===== config.mk =====
export PLATFORM = sky130hd
export DESIGN_NAME = hazard_ctrl
export DESIGN_NICKNAME = d
export VERILOG_FILES = /design/src/rtl/hazard_ctrl.sv
export SDC_FILE = /design/constraint.sdc
export NUM_CORES = 1
export LEC_CHECK = 0
export CORE_MARGIN = 2
export CORE_UTILIZATION = 47
export DETAILED_ROUTE_END_ITERATION = 8
export MAX_ROUTING_LAYER = met4
export PLACE_DENSITY = 0.81
export SYNTH_ARGS = -nofsm -noshare
export SYNTH_HDL_FRONTEND = slang
export SYNTH_SLANG_ARGS = --single-unit

===== constraint.sdc =====
create_clock -name clk -period 2.8 [get_ports clk]
set_clock_uncertainty 0.2 [all_clocks]
set_input_delay 0.7 -clock clk [delete_from_list [all_inputs] [get_ports clk]]
set_output_delay 0.7 -clock clk [all_outputs]
set_load 0.01 [all_outputs]

===== src/rtl/hazard_ctrl.sv =====
// Hazard controller for the 5-stage core: load-use bubbles, multi-cycle MUL/DIV
// occupancy of EX, branch/jump redirect flushes, EX forwarding selects and perf counters.
module hazard_ctrl #(
  parameter int RA_W     = 5,
  parameter int LOAD_LAT = 1,
  parameter int MD_LAT   = 4,
  parameter int CNT_W    = 32
) (
  input  logic             clk,
  input  logic             rst,
  input  logic [RA_W-1:0]  Rs1D,
  input  logic [RA_W-1:0]  Rs2D,
  input  logic             UsesRs1D,
  input  logic             UsesRs2D,
  input  logic [RA_W-1:0]  Rs1E,
  input  logic [RA_W-1:0]  Rs2E,
  input  logic [RA_W-1:0]  RdE,
  input  logic             RegWriteE,
  input  logic             MemReadE,
  input  logic             MulDivE,
  input  logic [RA_W-1:0]  RdM,
  input  logic             RegWriteM,
  input  logic             MemReadM,
  input  logic [RA_W-1:0]  RdW,
  input  logic             RegWriteW,
  input  logic             BranchTakenE,
  input  logic [1:0]       JumpE,
  output logic             StallF,
  output logic             StallD,
  output logic             StallE,
  output logic             FlushD,
  output logic             FlushE,
  output logic             FlushM,
  output logic [1:0]       ForwardAE,
  output logic [1:0]       ForwardBE,
  output logic             MdBusy,
  output logic [CNT_W-1:0] StallCycles,
  output logic [CNT_W-1:0] FlushEvents
);

  localparam int LUW = 2;
  localparam int MDW = (MD_LAT > 1) ? $clog2(MD_LAT) : 1;
  localparam logic [LUW-1:0] LU_INIT = LUW'(LOAD_LAT - 1);
  localparam logic [MDW-1:0] MD_LAST = MDW'(MD_LAT - 1);

  logic [LUW-1:0]   lu_cnt_q, lu_cnt_d;
  logic [MDW-1:0]   md_cnt_q, md_cnt_d;
  logic [CNT_W-1:0] stall_q, stall_d, flush_q, flush_d;

  logic md_stall, redirect, lu_hit, lu_det, lu_stall, stall_fd;

  function automatic logic [1:0] fwd_sel(input logic [RA_W-1:0] rs);
    if (RegWriteM && (RdM != '0) && (RdM == rs) && !MemReadM) return 2'b10;
    else if (RegWriteW && (RdW != '0) && (RdW == rs))         return 2'b01;
    else                                                       return 2'b00;
  endfunction

  always_comb begin
    md_stall = MulDivE && (md_cnt_q != MD_LAST);
    redirect = (BranchTakenE || (JumpE != 2'b00)) && !md_stall;
    lu_hit   = MemReadE && RegWriteE && (RdE != '0) &&
               ((UsesRs1D && (Rs1D == RdE)) || (UsesRs2D && (Rs2D == RdE)));
    // A redirect flushes the dependent ID instruction, so no bubble is needed
    lu_det   = (lu_cnt_q == '0) && lu_hit && !md_stall && !redirect;
    lu_stall = ((lu_cnt_q != '0) || lu_det) && !md_stall;
    stall_fd = md_stall || lu_stall;
  end

  always_comb begin
    lu_cnt_d = lu_cnt_q;
    if (lu_det)                lu_cnt_d = LU_INIT;
    else if (lu_cnt_q != '0)   lu_cnt_d = lu_cnt_q - 1'b1;
    md_cnt_d = md_stall ? md_cnt_q + 1'b1 : '0;
    stall_d  = (stall_fd && !(&stall_q)) ? stall_q + 1'b1 : stall_q;
    flush_d  = (redirect && !(&flush_q)) ? flush_q + 1'b1 : flush_q;
  end

  always_ff @(posedge clk) begin
    if (rst) begin
      lu_cnt_q <= '0;
      md_cnt_q <= '0;
      stall_q  <= '0;
      flush_q  <= '0;
    end else begin
      lu_cnt_q <= lu_cnt_d;
      md_cnt_q <= md_cnt_d;
      stall_q  <= stall_d;
      flush_q  <= flush_d;
    end
  end

  always_comb begin
    StallF    = 1'b0;
    StallD    = 1'b0;
    StallE    = 1'b0;
    FlushD    = 1'b1;
    FlushE    = 1'b1;
    FlushM    = 1'b1;
    ForwardAE = 2'b00;
    ForwardBE = 2'b00;
    MdBusy    = 1'b0;
    if (!rst) begin
      StallF    = stall_fd;
      StallD    = stall_fd;
      StallE    = md_stall;
      FlushD    = redirect;
      FlushE    = redirect || lu_stall;
      FlushM    = md_stall;
      ForwardAE = fwd_sel(Rs1E);
      ForwardBE = fwd_sel(Rs2E);
      MdBusy    = md_stall;
    end
  end

  assign StallCycles = stall_q;
  assign FlushEvents = flush_q;

endmodule


==> out/summary.md <==
The flow ran to the end, but the final reports show violations. The final reports fail on setup timing. The minimum clock period after layout came out at 3.011 ns. Dividing total power by cell area gives a power density of 464.7 mW/mm2.

Dividing the synthesized area by the synthesized cell count gives 8.098 um2. The category of the critical setup timing path is in -> out. Timing would allow up to 332.1 MHz.

The count of inserted antenna diode cells was 0; the residual DRC count was 0. Along the worst path, the maximum fanout reaches 2. The number of global-route vias before repair is 4117, and the wire length per cell is 16.90 um. The run gives 695 as the number of nets in the layout. Once the floorplan was initialized, standard cells occupied 49.00% of the core. For the clock latency on the worst-skew pair, the log shows 0.35 ns. In this run, the combinational gates consume 30.3% of the power. In the finished design, the share of the clock period the worst path needs comes to 107.5%. In this run, distinct cell masters in the synthesized netlist total 43.

Cell count after placement: 717. The worst path setup slack after routing is -0.2108 ns, and the clock-pin slew on the worst setup and hold paths is 0.08 ns. STA puts the critical path data required time at 1.90 ns.

In this run, the clock network consumes 33.0% of the power. For the largest net degree at the start of global routing, the log shows 41. The run gives 2788 uW as the total design power. The worst hold path class is reg -> reg.

In the synthesized netlist the dominant register cell turns out to be sky130_fd_sc_hd__dfxtp_1. Setup repair after global routing could not meet its margin everywhere. STA puts the critical path data arrival time at 2.11 ns.

TritonCTS built the clock tree. In this run the static leakage power is 0.002143 uW. Of the synthesized area, sequential elements account for 35.77%.

Internal power comes to 1968 uW. The tools report the deepest level of the CTS H-tree as 3. The tools report the setup-violating endpoint count in the final report as 5.

For the standard cell core area, the log shows 0.007767 mm2. The tools report the count of final hold-check violations as 0. The run gives 2 as the number of buffers on the longest clock path. The logs give -0.6609 ns for the final setup TNS and 77.24% for the utilization after layout. The post-synthesis register bit count is 68, and the number of port buffers is 122. The logs give 0 for the count of nets left with antenna violations after detail routing and 172 for the number of design-rule violations left by the first detailed-router iteration.

For this run the aggregate overflow at the end of global routing stands at 0. The tools report the combined area of all synthesized cells as 0.003806 mm2. Commonest non-fill, non-tap cell in the layout: sky130_fd_sc_hd__clkdlybuf4s50_1.

Max-cap violations in this run came to 0. The post-route worst hold slack was 0.2394 ns; the detailed-route vias per instance was 5.767. The count of non-filler cells in the finished layout was 750; the wire length of the first global-routing pass was 19280 um.

The tools report the register share of total power as 36.7%. The number of iterations in the first detailed-routing pass came out at 4. Leaving out fill and tap cells, the most frequent cells in the layout are sky130_fd_sc_hd__clkdlybuf4s50_1, sky130_fd_sc_hd__dfxtp_1, sky130_fd_sc_hd__nor2_1. The tools report the number of antenna violations at the first check in global routing as 0. STA classifies the critical path startpoint as a primary input. After technology mapping, the gate count stands at 470. The routed layout has 4325 vias. VDD sags by at most 0.2780 mV. Relative to the synthesized area, the layout overhead comes to 57.63%.

The library cell used as clock root buffer is sky130_fd_sc_hd__clkbuf_8. The analysis attributes to net switching a power of 819.8 uW. The post-synthesis async set-or-reset flop share was 0%; the actual transition at the worst max-transition pin was 0.5560 ns.

The floorplan step set the die height to 93.99 um. The number of flops mapped to enable cells by yosys came out at 0. The total track usage was 27.94%; the net count of the mapped netlist was 522.

The share of total power consumed by net switching is 29.41%. STA classifies the critical path endpoint as an output pin. For the wire length after detailed routing, the log shows 12680 um.

Die width: 93.99 um. Final count of pins violating max slew: 0. The tools report the synthesis warning total as 0. The run gives 123 as the boundary pin count.

The routability congestion estimate from global placement is 0.9594. After clock tree synthesis, the flow added hold-fix buffers numbering 0. The ratio of cells with drive above 1 in the final layout was 23.77%. The die covers 0.008834 mm2. The placement row count is 32. The number of fill cells is 526, and the sum of net half-perimeters after detailed placement is 8332 um. The clock drives 68 sinks. Clock tree synthesis inserted a total of 9 buffers.

In this run the tightest slew margin relative to its limit is 62.83%.
-- per-layer routing --
layer	up-vias	global-route usage [%]	share of wire, %
met2	151	48.10	52
met4	0	9.541	1.6
met1	2101	33.20	41
met5	-	-	0
met3	28	4.575	5.6
li1	2045	-	-
-- power by group through the flow --
stage	clock network [uW]	logic [uW]	registers, uW
final	921	844	1020
after global routing	966	899	1030
after CTS	918	749	1020
after detailed placement	0	585	1040
after global placement	0	565	1040
after floorplan	0	268	1050
-- worst max-delay path, cell delays in order --
cell and delay (ns):
sky130_fd_sc_hd__buf_6 0.09, sky130_fd_sc_hd__buf_6 0.11, sky130_fd_sc_hd__xor2_1 0.16, sky130_fd_sc_hd__or4_4 0.56
sky130_fd_sc_hd__nor4_4 0.31, sky130_fd_sc_hd__buf_2 0.18
-- metrics by stage --
step                      setup slack [ns]  instance area [um2]
after floorplan                    0.04668                 3819
after global placement             -0.8982                 5404
after detailed placement            -1.025                 5404
after CTS                          -0.1738                 5822
after global routing               -0.2435                 6000
final                              -0.2108                 6000
-- path summary, 6_finish.rpt --
check | from | to | slack, ns | cells after the start
hold reg to reg | md_cnt_q[0]$_SDFF_PN0_ | md_cnt_q[0]$_SDFF_PN0_ | 0.24 | 1
setup / recovery | RdW[4] | ForwardBE[0] | -0.21 | 6
hold / removal | md_cnt_q[0]$_SDFF_PN0_ | md_cnt_q[0]$_SDFF_PN0_ | 0.24 | 1
setup reg to reg | StallCycles[3]$_SDFFE_PP0P_ | StallCycles[29]$_SDFFE_PP0P_ | 0.25 | 6
-- flip-flops by register name, indices dropped and copies added, names as in the netlist --
name / count
lu_cnt_q: 2
FlushEvents: 32
StallCycles: 32
md_cnt_q: 2
-- kinds of logic after synthesis --
group	count (synthesis)	synth area share (%)
compound gates	65	9.501
xor+xnor	60	13.81
fa+ha+maj	4	1.315
buf+inv	30	3.550
flops	68	35.77
mux	5	1.414
simple gates	238	34.65
-- Yosys cell counts (all sizes together), types with 5 or more instances --
| cell type | number | area share [%] |
|---|---|---|
| and2 | 5 | 0.82 |
| nand3 | 33 | 4.5 |
| nor2 | 52 | 5.1 |
| xnor2 | 28 | 6.4 |
| or4 | 13 | 2.6 |
| xor2 | 32 | 7.4 |
| inv | 9 | 0.89 |
| buf | 7 | 1.3 |
| a21oi | 29 | 3.8 |
| clkbuf | 14 | 1.4 |
| nor4 | 11 | 2.2 |
| nand2 | 29 | 2.9 |
| or3 | 26 | 4.4 |
| dfxtp | 68 | 36 |
| o21ai | 23 | 3.0 |
| and4 | 5 | 1.2 |
| o31ai | 7 | 1.4 |
| nor3 | 13 | 2.1 |
| nand4 | 29 | 4.8 |
-- timing repair --
| item | CTS | global route |
|---|---|---|
| gates cloned | 2 | 0 |
| setup endpoints to repair | 31 | 30 |
| buffers inserted | 11 | 6 |
| pin swaps | 47 | 19 |
| gates resized for setup | 177 | 33 |
-- cell type report --
cell class              count  area, um2  share of cell area [%]
multi-input cells         372       2546                   42.44
repair buffers            183       1708                   28.47
flip-flops and latches     68       1361                   22.69
well taps                 102      127.6                   2.127
clock buffers               9      123.9                   2.065
clock inverters             7      98.84                   1.648
inverters                   9      33.78                  0.5631
Power figures use the tool's default switching activity.
